<file path="src/rtl/array_counter_arb.sv">
// array_counter_arb: round-robin front end that merges R requesters onto the
// counter array's single inc lane and single dec lane. It also sequences a
// drain-then-clear of the array through the array's cnt_rst input.
//
// Handshake: an event from requester r is transferred in a cycle where
// i_req_valid[r] and o_req_ready[r] are both 1. o_req_ready is combinational.
// Requesters keep valid/op/id stable until they see ready. The accepted event
// appears on the matching lane strobe one cycle later.
module array_counter_arb #(
   parameter int R   = 4,
   parameter int N   = 8,
   parameter int IDW = $clog2(N)
) (
   input  logic           clk,
   input  logic           rst_n,
   input  logic [R-1:0]   i_req_valid,
   input  logic [R-1:0]   i_req_op,
   input  logic [IDW-1:0] i_req_id [R],
   output logic [R-1:0]   o_req_ready,
   input  logic           i_pause,
   input  logic           i_clr_req,
   output logic           o_inc,
   output logic [IDW-1:0] o_inc_id,
   output logic           o_dec,
   output logic [IDW-1:0] o_dec_id,
   output logic           o_cnt_rst,
   output logic           o_busy,
   output logic           o_clr_done,
   output logic [1:0]     o_state
);

   localparam int PW = (R > 1) ? $clog2(R) : 1;

   typedef enum logic [1:0] {
      ST_RUN   = 2'd0,
      ST_DRAIN = 2'd1,
      ST_CLEAR = 2'd2
   } state_t;

   state_t         r_state;
   state_t         w_state_nxt;
   logic [PW-1:0]  r_inc_ptr;
   logic [PW-1:0]  r_dec_ptr;
   logic           r_inc;
   logic [IDW-1:0] r_inc_id;
   logic           r_dec;
   logic [IDW-1:0] r_dec_id;
   logic           r_clr_done;

   logic           w_en;
   logic [R-1:0]   w_inc_cand;
   logic [R-1:0]   w_dec_cand;
   logic [R-1:0]   w_inc_gnt;
   logic [R-1:0]   w_dec_gnt;
   logic           w_inc_any;
   logic           w_dec_any;
   logic [PW-1:0]  w_inc_ptr_nxt;
   logic [PW-1:0]  w_dec_ptr_nxt;
   logic [IDW-1:0] w_inc_gid;
   logic [IDW-1:0] w_dec_gid;

   // Grants only while running, not paused and out of reset.
   assign w_en       = rst_n & (r_state == ST_RUN) & ~i_pause;
   assign w_inc_cand = i_req_valid & i_req_op & {R{w_en}};
   assign w_dec_cand = i_req_valid & ~i_req_op & {R{w_en}};

   // Inc lane round-robin: first pass picks a candidate at/above the pointer,
   // second pass wraps around to the candidates below it.
   always_comb begin
      w_inc_gnt     = '0;
      w_inc_any     = 1'b0;
      w_inc_ptr_nxt = r_inc_ptr;
      w_inc_gid     = '0;
      for (int j = 0; j < R; j++) begin
         if (!w_inc_any && w_inc_cand[j] && (j >= int'(r_inc_ptr))) begin
            w_inc_any     = 1'b1;
            w_inc_gnt[j]  = 1'b1;
            w_inc_ptr_nxt = PW'((j + 1) % R);
            w_inc_gid     = i_req_id[j];
         end
      end
      for (int j = 0; j < R; j++) begin
         if (!w_inc_any && w_inc_cand[j]) begin
            w_inc_any     = 1'b1;
            w_inc_gnt[j]  = 1'b1;
            w_inc_ptr_nxt = PW'((j + 1) % R);
            w_inc_gid     = i_req_id[j];
         end
      end
   end

   // Dec lane round-robin, same two-pass scheme with its own pointer.
   always_comb begin
      w_dec_gnt     = '0;
      w_dec_any     = 1'b0;
      w_dec_ptr_nxt = r_dec_ptr;
      w_dec_gid     = '0;
      for (int j = 0; j < R; j++) begin
         if (!w_dec_any && w_dec_cand[j] && (j >= int'(r_dec_ptr))) begin
            w_dec_any     = 1'b1;
            w_dec_gnt[j]  = 1'b1;
            w_dec_ptr_nxt = PW'((j + 1) % R);
            w_dec_gid     = i_req_id[j];
         end
      end
      for (int j = 0; j < R; j++) begin
         if (!w_dec_any && w_dec_cand[j]) begin
            w_dec_any     = 1'b1;
            w_dec_gnt[j]  = 1'b1;
            w_dec_ptr_nxt = PW'((j + 1) % R);
            w_dec_gid     = i_req_id[j];
         end
      end
   end

   assign o_req_ready = w_inc_gnt | w_dec_gnt;

   // Clear sequencer next state: RUN -> DRAIN -> CLEAR -> RUN.
   always_comb begin
      w_state_nxt = r_state;
      case (r_state)
         ST_RUN:   if (i_clr_req) w_state_nxt = ST_DRAIN;
         ST_DRAIN: w_state_nxt = ST_CLEAR;
         ST_CLEAR: w_state_nxt = ST_RUN;
         default:  w_state_nxt = ST_RUN;
      endcase
   end

   // State, pointers, lane output registers and the clear-done pulse.
   always_ff @(posedge clk or negedge rst_n) begin
      if (!rst_n) begin
         r_state    <= ST_RUN;
         r_inc_ptr  <= '0;
         r_dec_ptr  <= '0;
         r_inc      <= 1'b0;
         r_inc_id   <= '0;
         r_dec      <= 1'b0;
         r_dec_id   <= '0;
         r_clr_done <= 1'b0;
      end else begin
         r_state    <= w_state_nxt;
         r_inc      <= w_inc_any;
         r_dec      <= w_dec_any;
         r_clr_done <= (r_state == ST_CLEAR);
         if (w_inc_any) begin
            r_inc_ptr <= w_inc_ptr_nxt;
            r_inc_id  <= w_inc_gid;
         end
         if (w_dec_any) begin
            r_dec_ptr <= w_dec_ptr_nxt;
            r_dec_id  <= w_dec_gid;
         end
      end
   end

   assign o_inc      = r_inc;
   assign o_inc_id   = r_inc_id;
   assign o_dec      = r_dec;
   assign o_dec_id   = r_dec_id;
   assign o_cnt_rst  = (r_state == ST_CLEAR);
   assign o_busy     = (r_state != ST_RUN);
   assign o_clr_done = r_clr_done;
   assign o_state    = r_state;

endmodule

</file>
<file path="config.mk">
export PLATFORM = sky130hd
export DESIGN_NAME = array_counter_arb
export DESIGN_NICKNAME = d
export VERILOG_FILES = /design/src/rtl/array_counter_arb.sv
export SDC_FILE = /design/constraint.sdc
export NUM_CORES = 1
export LEC_CHECK = 0
export ABC_AREA = 1
export CORE_UTILIZATION = 35
export DETAILED_ROUTE_END_ITERATION = 8
export GPL_ROUTABILITY_DRIVEN = 0
export HOLD_SLACK_MARGIN = 0.02
export SYNTH_ARGS = -nofsm -noshare
export SYNTH_HDL_FRONTEND = slang
export SYNTH_SLANG_ARGS = --single-unit
</file>
<file path="constraint.sdc">
create_clock -name clk -period 2.58 [get_ports clk]
set_input_delay 0.774 -clock clk [delete_from_list [all_inputs] [get_ports clk]]
set_output_delay 0.774 -clock clk [all_outputs]
set_load 0.03 [all_outputs]
</file>
* Word-level counts from Yosys, hierarchy flattened
Index checks and enable logic that the tools add are counted.
** Word-level totals
- Register bits :: 15
- Latch bits :: 0
- Bits in writable memories :: 0
- Memory bits (read-only) :: 0
- Word-level logic and storage cells :: 130
- Memories :: 0
** Operators by class
- Add/sub/neg operators :: 0
- Multiply operators :: 0
- Divide/modulo/power cells :: 0
- $lt $le $gt $ge :: 6
- Eq/ne operators :: 3
- Shift operators :: 0
- Multiplexer cells :: 64
- Bitwise logic cells :: 9
- Reduce and logical (&&, ||, !) cells :: 40
** Operators by type and width (number)
- 3-bit two-way mux :: 16
- 2-bit two-way mux :: 17
- 1-bit two-way mux :: 30
- 1-bit logical AND :: 20
- 4-bit AND :: 4
- 8-bit nonzero test :: 2
- 1-bit zero test :: 14
- 1-bit by 2-bit >= comparator with 1-bit output (first input constant) :: 4
- 2-bit >= comparator (first input constant) :: 2
- 4-bit NOT :: 1
- 4-bit bitwise OR :: 1
- 2-bit case mux with 2 select lines :: 1
- 2-bit AND reduction :: 2
- 1-bit AND :: 2
- 2-bit by 1-bit equality test with 1-bit output (second input constant) :: 1
- 2-bit equality test (second input constant) :: 1
- 2-bit zero test :: 1
- 2-bit != test (second input constant) :: 1
- 2-bit nonzero test :: 1
- 1-bit NOT :: 1

* Logic depth before layout (Yosys ltp)
Gate-level depths: netlist (run 1).
- Word-level depth :: 30
- Mapped depth :: 12
- Mapped depth without buffers :: 11

* Worst setup path after synthesis (run 1)
No wires, ideal clock.
- Path kind :: input -> output
- Start :: input port i_pause
- End :: output port o_req_ready[2]
- Arrival time :: 1.963 ns
- Required time :: 1.806 ns
- Setup slack :: -0.157 ns
- Cell stages on the path :: 10
- Cell sequence :: inv_1 -> nand2_4 -> nor2_4 -> buf_12 -> nand3_2 -> nand4_4 -> nor2_2 -> buf_4 -> nand3_1 -> nand4_1
** On the way
- Longest elaborated chain between the ends :: 26
- Elaborated cells on any way between the ends :: 51
** RTL lines
- start, declared :: line 20 : input logic i_pause,
- 1-bit NOT (*) :: line 63 : assign w_en = rst_n & (r_state == ST_RUN) & ~i_pause;
- 1-bit AND (*) :: line 63
- 4-bit AND (on tied branches) :: line 64, 65
- 1-bit logical AND (on tied branches) :: line 75, 99
- 1-bit two-way mux (on tied branches) :: line 75, 99
- 1-bit zero test (on tied branches) :: line 75, 99
- 1-bit logical AND (on tied branches) (2 in a row) :: line 75, 99
- 1-bit two-way mux (on tied branches) :: line 75, 99
- (+9 left out)
- 1-bit two-way mux (on tied branches) :: line 83, 107
- 1-bit zero test (on tied branches) :: line 83, 107
- 1-bit logical AND (on tied branches) :: line 83, 107
- 1-bit two-way mux (on tied branches) :: line 83, 107
- 1-bit zero test (on tied branches) :: line 83, 107
- 1-bit logical AND (on tied branches) :: line 83, 107
- 1-bit two-way mux (on tied branches) :: line 83, 107
- 4-bit bitwise OR (*) :: line 116 : assign o_req_ready = w_inc_gnt | w_dec_gnt;
- end, declared :: line 19 : output logic [R-1:0] o_req_ready,
Mark *: on every way between the ends. The rest lies on a longest branch, timed or not.

* Worst setup path in the final report (run 1)
Ends and elaborated chain as after synthesis.

==> impl_metrics.ini, run 1 <==
[status]
status = finished, violations left
violations = setup timing

[detailed_routing]
num_vias = 1714
wl_per_cell_um = 14.0
drt-vias-per-instance = 5.09
ant_nets = 0
wirelength_um = 4720
drc = 0
first_pass_iters = 4
first_iter_violations = 97

[floorplanning]
fp.dieW_um = 65.2
die_y_um = 65.2
dieArea_sq_mm = 0.00425
initial_core_util_pct = 37.3
rows = 22
io_pins = 41
core_area_sq_mm = 0.00374

[layout]
synthToLayoutAreaGrowth_pct = 71.3
drive_above_1_share_pct = 38.4
multi_input_area_sq_um = 938
nFillCells = 365
regArea_sq_um = 375
num_antenna_cells = 0
nets = 314

[sta]
fin_crit_sh_pct = 105
fin_ws_ns = -0.119
min_period_ns = 2.70
setup_viol_count_final = 4
hold_viol = 0
timing.slew.headroom_pct = 68.1
rsz0062_at_grt = yes
maxSlewViolCount = 0
fmax_mhz = 370
skew_ns = 0.00453
tightest_slew_ns = 0.477

[worst_setup_path]
worstSetupStartpointType = input port
cpPeakStageDelay_ns = 0.16
required_ns = 1.81
cp_max_fo = 5
path_buf_inv = 5
worst_setup_path_end_kind = primary output
slowest_stage = buf_6
path_common_cell = nor2_4
worstSetupPathType = input port to primary output
path_cells = buf_8 -> inv_12 -> nand2_8 -> nor2_4 -> buf_12 -> buf_4 -> nand3_4 -> nand4_4 -> nor2_4 -> nand3_2 -> nand4_1 -> buf_6
crit_arrival_ns = 1.93
cpLargestDelayFamily = buffers and inverters

[synth]
yosysWarnings = 0
synth_fp_nets = 218
synth-seq-cells = 15
synth_area_leaders = dfrtp_1 (27%), nand3_1 (13%), nand4_1 (13%)
synth_seq_area_share_pct = 26.9
ys.flop_type = dfrtp_1
synth_top_area_cell = dfrtp_1
synthArstFlopShare_pct = 100
syn_area_sq_mm = 0.00140
yosys.area.top_type_share_pct = 26.9
synth_cells = 194
synth.distinct_cells = 24
syn_avg_cell_area_sq_um = 7.20
yosysMostFrequentCell = nand3_1
synth-edff-count = 0
ys_top_cells_by_count = nand3_1 (37), nand4_1 (29), inv_1 (28)

[placement]
place_hpwl_um = 3690
portBuffers = 40
dp_slack_ns = -0.678

[global_route]
grt_pass1_wl_um = 7890
grt_pass1_vias = 1727
antenna_found_initial = 0
grt_max_degree = 16
overflow = 0
grtUsageTotal_pct = 24.5

[flow_run]
drv_cap = 0

[clock_network]
clock_sinks = 15
clkTransAtPathRegs_ns = 0.07
cts_inserted_buffers = 3
cts_tree = built
cts_root_buffer = clkbuf_8
cts-hold-fix-buffers = 0
clock_latency_ns = 0.26
h-tree-depth = 1
cts_max_path_buffers = 2

[power]
power_density_mw_per_mm2 = 536
irDropWorstVdd_mv = 0.286
p_leak_nw = 1.23
power_mw = 1.28

[min_path]
hold_class = input port to asynchronous set/reset pin
-- registers in the layout (all words and copies together), names as in the netlist --
name and cells:
r_inc_ptr 2, o_state 2, o_dec 1, o_inc 1
o_dec_id 3, r_dec_ptr 2, o_inc_id 3, o_clr_done 1
-- per-layer routing --
layer	vias to the layer above	track usage (%)	routed length, um
met2	63	40.6	2250
met5	-	0	0
met1	786	31.0	2030
met4	0	12.8	118
li1	856	-	-
met3	9	2.78	313
-- power breakdown --
group	switching (mW)	internal [mW]	leakage, nW
Clock	0.0951	0.110	0.0228
Combinational	0.410	0.290	1.02
Sequential	0.0566	0.321	0.186
-- metrics by stage --
stage | util (%) | hold slack [ns] | setup TNS [ns] | cells | area [sq um]
after global placement | 57.6 | 0.483 | -2.65 | 320 | 2160
after CTS | 64.0 | 0.496 | -0.501 | 336 | 2400
after detailed placement | 57.6 | 0.486 | -3.07 | 320 | 2160
after global routing | 63.9 | 0.510 | -0.673 | 337 | 2390
final | 63.9 | 0.488 | -0.385 | 337 | 2390
after floorplan | - | 0.478 | -0.0814 | 194 | 1420
-- cell usage in the layout (no fill, tap or decap) --
cell             Yosys  layout
buf_4                1      53
nand3_1             37      32
nand4_1             29      29
clkdlybuf4s50_1      0      26
inv_1               28      23
nand2_1             24      20
nor2_1              21      19
dfrtp_1             15      15
inv_2                7      11
nand3_2              6       8
dlygate4sd2_1        0       8
nor2_4               4       6
buf_6                1       6
nand2_2              3       5
nand2_4              3       4
nand3_4              1       4
nand3b_1             3       3
clkbuf_8             0       3
nand4_4              2       2
a21oi_1              2       2
inv_12               0       1
nand2_8              0       1
nor3_2               1       1
nand3b_4             1       1
nor2_2               1       1
nor4_2               1       1
o211ai_2             1       1
clkbuf_1             0       1
buf_8                0       1
buf_12               1       1
-- layout make-up --
class,count,area share (%)
Multi-Input combinational cell,140,39.2
Sequential cell,15,15.7
Tap cell,48,2.51
Timing Repair Buffer,95,34.7
Inverter,35,6.01
Clock buffer,4,1.88
-- path summary, 6_finish.rpt --
check                           start             end  slack [ns]  cells after the start
setup / recovery              i_pause  o_req_ready[2]       -0.12                     12
hold / removal                  rst_n    r_dec_ptr[0]        0.49                      2
setup reg to reg           o_state[1]     o_dec_id[1]        0.67                     13
hold reg to reg            o_state[1]      o_state[1]        0.49                      1
max in group asynchronous       rst_n    r_inc_ptr[1]        1.90                      2
min in group clk           o_state[1]      o_state[1]        0.49                      1
-- cells by family after synthesis --
family / synth area share [%]
AO/OA/AOI/OAI: 1.61
buffers and inverters: 12.5
flip-flops: 26.9
AND/OR/NAND/NOR: 59.0
-- timing repair --
item,4_1_cts,5_1_grt
pin swaps,15,10
buffers inserted,11,3
resized for setup,42,6
gates cloned,1,0
setup endpoints to repair,4,4
Note: power is estimated with default switching activity, not from simulation.
==> inputs of run 2 (changes only) <==
--- a/config.mk
+++ b/config.mk
@@ -6,10 +6,11 @@
 export NUM_CORES = 1
 export LEC_CHECK = 0
 export ABC_AREA = 1
-export CORE_UTILIZATION = 35
+export CORE_UTILIZATION = 45
 export DETAILED_ROUTE_END_ITERATION = 8
 export GPL_ROUTABILITY_DRIVEN = 0
 export HOLD_SLACK_MARGIN = 0.02
+export PLACE_DENSITY = 0.77
 export SYNTH_ARGS = -nofsm -noshare
 export SYNTH_HDL_FRONTEND = slang
 export SYNTH_SLANG_ARGS = --single-unit
==> run 2 against run 1 <==
The run ends with DRC, setup timing left. Register-to-register slack got worse by 0.02 ns. Cell count is 6.2% lower. Core utilization increased by 17 points. Setup slack lost 0.0061 ns. Clock skew about the same.
==> impl_metrics.ini, run 2 (synthesis gave the netlist of run 1 again) <==
[worst_setup_path]
worst_setup_path_end_kind = primary output
cp_max_fo = 7
worstSetupPathType = input port to primary output
worstSetupStartpoint = i_pause
required_ns = 1.81
worstSetupStartpointType = input port
worstReg2RegStart = o_state[1]
crit_arrival_ns = 1.93

[sta]
hold_viol = 0
holdWs_ns = 0.438
fin_ws_ns = -0.125
maxSlewViolCount = 0
tightest_slew_ns = 0.497
fin_crit_sh_pct = 105
skew_ns = 0.00482
setup_viol_count_final = 4
min_period_ns = 2.71
fmax_mhz = 370
timing.slew.headroom_pct = 66.8
rsz0062_at_grt = yes

[global_route]
antenna_found_initial = 0
overflow = 0
grt_pass1_vias = 1839
grt_max_degree = 16
grt_pass1_wl_um = 8400
grtUsageTotal_pct = 33.9

[min_path]
hold_class = input port to asynchronous set/reset pin

[status]
status = finished, violations left
violations = DRC, setup timing

[layout]
nFillCells = 193
regArea_sq_um = 375
nets = 310
layout_common_cells = buf_4 (49), nand3_1 (33), nand4_1 (29)
drive_above_1_share_pct = 39.3
final_common_cell = buf_4
synthToLayoutAreaGrowth_pct = 66.2
multi_input_area_sq_um = 941
num_antenna_cells = 0

[clock_network]
cts_max_path_buffers = 2
cts_inserted_buffers = 3
clkTransAtPathRegs_ns = 0.10
cts_tree = built
cts-hold-fix-buffers = 0
clock_latency_ns = 0.30
clock_sinks = 15
h-tree-depth = 1
cts_root_buffer = clkbuf_4

[power]
p_sw_share_pct = 45.4
pwr-share-comb_pct = 57.1
p_int_mw = 0.666
seqPwrFrac_pct = 31.0
p_leak_nw = 1.21
power_density_mw_per_mm2 = 525
irDropWorstVdd_mv = 0.484
switchingPower_mw = 0.553
clkPwrFrac_pct = 12.0
power_mw = 1.22

[floorplanning]
core_area_sq_mm = 0.00285
initial_core_util_pct = 49.0
dieArea_sq_mm = 0.00333
rows = 19
die_y_um = 57.7
fp.dieW_um = 57.7
io_pins = 41

[detailed_routing]
drc = 4
num_vias = 1821
drt-vias-per-instance = 5.76
wirelength_um = 5040
first_iter_violations = 116
ant_nets = 0
first_pass_iters = 6
wl_per_cell_um = 15.9

[placement]
portBuffers = 40
place_hpwl_um = 3660

[flow_run]
drv_cap = 0
-- run 2: cell types whose count changed in the layout (fill, tap and decap cells not counted), moves of 2 or more --
cell and change:
dlygate4sd2_1 -2, clkbuf_4 +3, clkbuf_8 -3, nand2_2 +2
clkbuf_2 +2, nand2_1 -2, buf_4 -4
-- run 2: metal layers --
| layer | wire [um] | track usage [%] |
|---|---|---|
| met5 | 0 | 0 |
| met4 | 267 | 19.7 |
| met3 | 345 | 5.80 |
| met2 | 2460 | 57.8 |
| met1 | 1970 | 40.2 |
-- run 2: path summary, 6_finish.rpt --
kind,endpoint,slack [ns],depth (start not counted)
max,o_req_ready[1],-0.13,13
min,r_dec_ptr[0],0.44,2
max reg2reg,o_dec_id[1],0.65,14
min reg2reg,o_state[1],0.51,1
max in group asynchronous,r_inc_ptr[0],1.96,2
min in group clk,o_state[1],0.51,1
-- run 2: worst max-delay path, cell delays in order --
cell,delay [ns]
buf_8,0.11
inv_12,0.05
nand2_8,0.04
nor2_4,0.11
buf_12,0.14
nand3_2,0.11
nand4_4,0.12
nor2_4,0.05
nand2_2,0.07
nand2_2,0.06
inv_2,0.07
nand3_2,0.08
buf_6,0.14
-- run 2: power groups by stage --
stage | registers [mW] | clock network, mW | logic (mW)
global placement | 0.377 | 0 | 0.645
floorplan | 0.486 | 0 | 0.271
detailed placement | 0.382 | 0 | 0.655
finish | 0.378 | 0.146 | 0.696
global route | 0.386 | 0.164 | 0.743
CTS | 0.377 | 0.148 | 0.683
-- run 2: per-stage QoR --
stage	TNS, ns	cell area (sq um)	instances	utilization [%]	setup slack, ns
2_1_floorplan	-0.0814	1420	194	-	-0.0814
6_report	-0.347	2320	316	81.4	-0.125
4_1_cts	-0.370	2310	316	80.9	-0.132
3_5_place_dp	-3.22	2140	304	75.1	-0.686
5_1_grt	-0.508	2320	316	81.4	-0.175
3_3_place_gp	-2.75	2140	304	75.1	-0.619
-- run 2: repair_timing --
item                       CTS  global route
gates resized for setup     42            13
gates cloned                 0             0
buffers inserted             8             2
setup endpoints to repair    4             4
hold endpoints to repair     0             0
pin swaps                   18            14
-- run 2: final cells by class --
| class | instances | area share, % |
|---|---|---|
| multi-input cells | 140 | 40.5 |
| well taps | 31 | 1.67 |
| flip-flops and latches | 15 | 16.2 |
| clock buffers | 4 | 1.13 |
| inverters | 35 | 6.20 |
| repair buffers | 91 | 34.3 |
